`config.mk`:
```
export PLATFORM = sky130hd
export DESIGN_NAME = mux2_param
export DESIGN_NICKNAME = d
export VERILOG_FILES = /design/src/rtl/mux2_param.sv
export SDC_FILE = /design/constraint.sdc
export NUM_CORES = 1
export LEC_CHECK = 0
export BUFFER_PORTS_ARGS = -buffer_cell sky130_fd_sc_hd__buf_2
export CORE_MARGIN = 2
export CORE_UTILIZATION = 39
export DETAILED_ROUTE_END_ITERATION = 6
export PLACE_DENSITY = 0.78
export SYNTH_ARGS = -nofsm -noshare
export SYNTH_HDL_FRONTEND = slang
export SYNTH_SLANG_ARGS = --single-unit
```
`constraint.sdc`:
```
create_clock -name clk -period 1.4 [get_ports clk]
set_clock_uncertainty 0.1 [all_clocks]
set_input_delay 0.07 -clock clk [delete_from_list [all_inputs] [get_ports clk]]
set_output_delay 0.07 -clock clk [all_outputs]
set_load 0.005 [all_outputs]
```
`src/rtl/mux2_param.sv`:
```
// ---------------------------------------------------------------------------
// Module : mux2_param
// Purpose: Parameterised 2:1 word multiplexer. The selected word is available
//          combinationally on `out`. A registered shadow of it appears on
//          `out_q` one cycle later. A saturating counter tracks how often
//          `sel` changed since the last reset.
//
// Parameters
//   WIDTH      data width of in0, in1, out, out_q (>= 1)
//   CNT_WIDTH  width of sel_chg_cnt (>= 1)
//
// Ports
//   clk          in   1          single clock, rising-edge active
//   rst_n        in   1          synchronous, active-low reset
//   sel          in   1          select: 0 -> in0, 1 -> in1
//   in0          in   WIDTH      data input 0
//   in1          in   WIDTH      data input 1
//   out          out  WIDTH      mux output (combinational by default)
//   out_q        out  WIDTH      registered copy of the mux result
//   sel_chg_cnt  out  CNT_WIDTH  saturating count of sel changes since reset
//
// Build option
//   MUX2_OUT_REG_EN  When defined, `out` is registered as well. It resets to
//                    0 and shows the mux result one cycle late, so it is
//                    identical to out_q. When undefined (the default), `out`
//                    is purely combinational and ignores rst_n.
//                    sel_chg_cnt behaves the same in both builds.
// ---------------------------------------------------------------------------
module mux2_param #(
  parameter int WIDTH     = 5,
  parameter int CNT_WIDTH = 8
) (
  input  logic                 clk,
  input  logic                 rst_n,
  input  logic                 sel,
  input  logic [WIDTH-1:0]     in0,
  input  logic [WIDTH-1:0]     in1,
  output logic [WIDTH-1:0]     out,
  output logic [WIDTH-1:0]     out_q,
  output logic [CNT_WIDTH-1:0] sel_chg_cnt
);

  logic [WIDTH-1:0]     w_muxOut;
  logic                 w_selChanged;
  logic                 w_cntSaturated;

  logic [WIDTH-1:0]     r_outQ;
  logic                 r_selPrev;
  logic [CNT_WIDTH-1:0] r_selChgCnt;

  // The word select is written as a case rather than a ternary. A ternary
  // with an unknown select merges the bits on which in0 and in1 agree. That
  // would hide a broken select in simulation. Here an X/Z select drives the
  // whole word to X. Synthesis treats the default as don't-care.
  always_comb begin
    w_muxOut = 'x;
    case (sel)
      1'b0:    w_muxOut = in0;
      1'b1:    w_muxOut = in1;
      default: w_muxOut = 'x;
    endcase
  end

  // A change is any difference between this cycle's sel and the sel captured
  // on the previous edge. After reset the captured value is 0. So a high sel
  // in the first cycle out of reset already counts as one change.
  always_comb begin
    w_selChanged   = (sel != r_selPrev);
    w_cntSaturated = &r_selChgCnt;
  end

  // Pipeline register for the selected word. Reset has priority. Otherwise
  // the register captures this cycle's mux result.
  always_ff @(posedge clk) begin
    if (!rst_n) begin
      r_outQ <= '0;
    end else begin
      r_outQ <= w_muxOut;
    end
  end

  // Select-history flop and change counter. Once every bit of the counter is
  // set, it stops. It never wraps back to zero, so a full count means "at
  // least this many changes".
  always_ff @(posedge clk) begin
    if (!rst_n) begin
      r_selPrev   <= 1'b0;
      r_selChgCnt <= '0;
    end else begin
      r_selPrev <= sel;
      if (w_selChanged && !w_cntSaturated) begin
        r_selChgCnt <= r_selChgCnt + 1'b1;
      end
    end
  end

  assign out_q       = r_outQ;
  assign sel_chg_cnt = r_selChgCnt;

`ifdef MUX2_OUT_REG_EN
  // Registered-output build: out is the same flop as out_q. So the two
  // outputs can never disagree, and the reset to 0 comes for free.
  assign out = r_outQ;
`else
  // Default build: same-cycle mux result, independent of clock and reset.
  assign out = w_muxOut;
`endif

endmodule

```
==> impl_metrics.json <==
{
  "power_density_nw_per_um2": 845.7,
  "slew_viol_final": 0,
  "gp_congestion": 0.8379,
  "p_clk_share_pct": 27.8,
  "row_count": 14,
  "ctsHoldBuffers": 0,
  "path_class": "reg -> reg",
  "final_cell_area_um2": 955.9,
  "async_flop_share_pct": 0,
  "drt_wl_total_um": 1538,
  "synth_area_um2": 663.1,
  "leakagePower_nw": 0.4258,
  "htree_levels": 1,
  "crit_fanout": 5,
  "area_growth_pct": 44.15,
  "detail-route-antenna-nets": 0,
  "fp.dieW_um": 45.24,
  "portBuffers": 30,
  "synthTopCellsByArea": "dfxtp_1, mux2_2, and2_1",
  "synth_xor_area_share_pct": 4.906,
  "yosys.area_share.simple_pct": 22.08,
  "clk_pin_slew_ns": 0.08,
  "synth_flop_cell": "dfxtp_1",
  "syn-num-nets": 79,
  "yosys-top-cells-count": "dfxtp_1, and2_1, nand2_1",
  "syn-instance-count": 65,
  "drc_errors": 0,
  "sw_frac_of_total_pct": 25.66,
  "clock_latency_ns": 0.27,
  "crit_required_ns": 1.49,
  "dieArea_um2": 2046,
  "post-route-util_pct": 62.01,
  "synth_largest_area_cell": "dfxtp_1",
  "yosys_warnings": 0,
  "synth_compound_gate_area_share_pct": 13.40,
  "yosysMostFrequentCell": "dfxtp_1",
  "vias_per_cell": 5.568,
  "seqPwrFrac_pct": 53.6,
  "p_comb_share_pct": 18.7,
  "multi_input_area_um2": 424.2,
  "fin_nets": 118,
  "place_area_um2": 869.6,
  "cts.sinks": 14,
  "p_total_mw": 0.8084,
  "start_util_pct": 43.02,
  "drtIter0Drc": 5,
  "dr.pass1.iters": 4,
  "fin_crit_ns": 1.382,
  "max_freq_mhz": 723.6,
  "ys_seq_area_share_pct": 42.26,
  "wl_per_cell_um": 13.03,
  "min_path_type": "in -> reg",
  "synth.distinct_cells": 28,
  "maxCapViolCount": 0,
  "synth_top_family_by_area": "simple AND/OR/NAND/NOR gates",
  "cts_tree": "yes",
  "ctsRootBufferMaster": "clkbuf_4",
  "die_h_um": 45.24,
  "synth.avg_cell_area_um2": 10.20,
  "dr_total_vias": 657,
  "status": "finished, final reports clean",
  "cts_buffers": 3,
  "num-fill-cells": 132,
  "rsz0062_at_grt": "yes",
  "synth-seq-cells": 14,
  "grt_usage_pct": 18.10,
  "p_int_mw": 0.6010,
  "tightest_slew_ns": 0.3083,
  "final-seq-area_um2": 282.8,
  "reg2reg_slack_ns": 0.02,
  "crit_arrival_ns": 1.47,
  "clockBufferDepth": 2,
  "grt_max_degree": 15,
  "synth.area.mux_share_pct": 11.51,
  "dpl.hpwl_um": 1135,
  "critPathCaptureType": "register",
  "diodes": 0,
  "postCtsSetupBuffers": 0,
  "hold_violations": 0,
  "synth_fa_ha_area_share_pct": 1.887,
  "drive_gt1_share_pct": 55.88,
  "yosysTopAreaCellShare_pct": 42.26,
  "grt.overflow.total": 0,
  "grt_pass1_wl_um": 2566,
  "finalCritPeriodShare_pct": 98.71,
  "setup_violations": 0,
  "antenna_found_initial": 0,
  "tns_ns": 0,
  "start_kind": "register",
  "ios": 31,
  "synth_edf_count": 0,
  "ir_worst_vdd_v": 0.0004679,
  "core_area_um2": 1541,
  "relSlewSlack_pct": 79.12,
  "p_sw_mw": 0.2074,
  "grt_pass1_vias": 623
}
final timing paths:
check | startpoint | to | cells after the start
hold / removal | in1[1] | out_q[1] | 3
setup / recovery | sel_chg_cnt[1] | sel_chg_cnt[5] | 4
hold reg to reg | sel_chg_cnt[2] | sel_chg_cnt[2] | 2
setup reg to reg | sel_chg_cnt[1] | sel_chg_cnt[5] | 4
power groups by stage:
stage / sequential, mW / clock [mW] / combinational (mW)
4_1_cts: 0.429 / 0.244 / 0.141
3_3_place_gp: 0.437 / 0 / 0.136
2_1_floorplan: 0.443 / 0 / 0.0671
3_5_place_dp: 0.437 / 0 / 0.141
6_report: 0.433 / 0.225 / 0.151
5_1_grt: 0.435 / 0.263 / 0.169
metrics by stage:
step	hold WS [ns]	cells	setup slack, ns
final	0.04018	118	0.01803
after global routing	0.04439	118	-0.06131
after CTS	0.02227	118	-0.02866
after detailed placement	0.3297	115	-0.009347
after global placement	0.3131	115	0.01968
after floorplan	0.1111	65	-0.004218
flip-flops by register name, summed over array words and instances (netlist names):
name and flops:
out_q 5, r_selPrev 1, sel_chg_cnt 8
worst max-delay path: stages, from the launching register on:
cell     delay (ns)
dfxtp_1        0.38
ha_4           0.16
and4_4         0.28
and2b_4        0.20
o41ai_2        0.18
logic make-up (layout without fill, tap and decap cells):
kind of cell / Yosys count / after routing
simple gates: 25 / 25
compound gates: 11 / 11
xor+xnor: 2 / 2
flops: 14 / 14
mux: 7 / 7
fa+ha+maj: 1 / 1
buf+inv: 5 / 42
cell type report:
class / instances / share of cell area (%)
clock buffer: 3 / 2.356
inverter: 3 / 1.178
multi-input combinational: 46 / 44.37
sequential: 14 / 29.58
tap: 16 / 2.094
timing repair buffer: 36 / 20.42
cell usage in the layout (no fill, tap or decap):
cell type,n
a2111oi_2,1
a2111oi_4,1
a211oi_1,2
a21oi_2,1
a41oi_1,2
and2_1,6
and2b_4,1
and3_1,1
and4_4,1
buf_2,30
buf_4,6
clkbuf_4,3
dfxtp_1,12
dfxtp_2,2
ha_4,1
inv_1,3
mux2_2,5
mux2i_1,2
nand2_1,6
nand2b_1,1
nand2b_4,1
nand3_1,1
nand4_1,2
nor3_1,3
nor4_1,1
o21ai_1,1
o221a_2,1
o311ai_1,1
o41ai_2,1
or4_1,1
xnor2_4,1
xor2_2,1
routing by layer:
metal  up-vias  part of all wire [%]  global-route usage (%)
li1        316                     -                       -
met1       295                    43                   21.23
met2        42                    47                   27.71
met3         4                   8.6                   6.000
met4         0                   1.2                   12.35
met5         -                     0                       0
repair_timing:
item,CTS,global route
endpoints found under the setup margin,3,6
pin swaps,0,3
resized for setup,1,9
(Power assumes the default switching activity.)
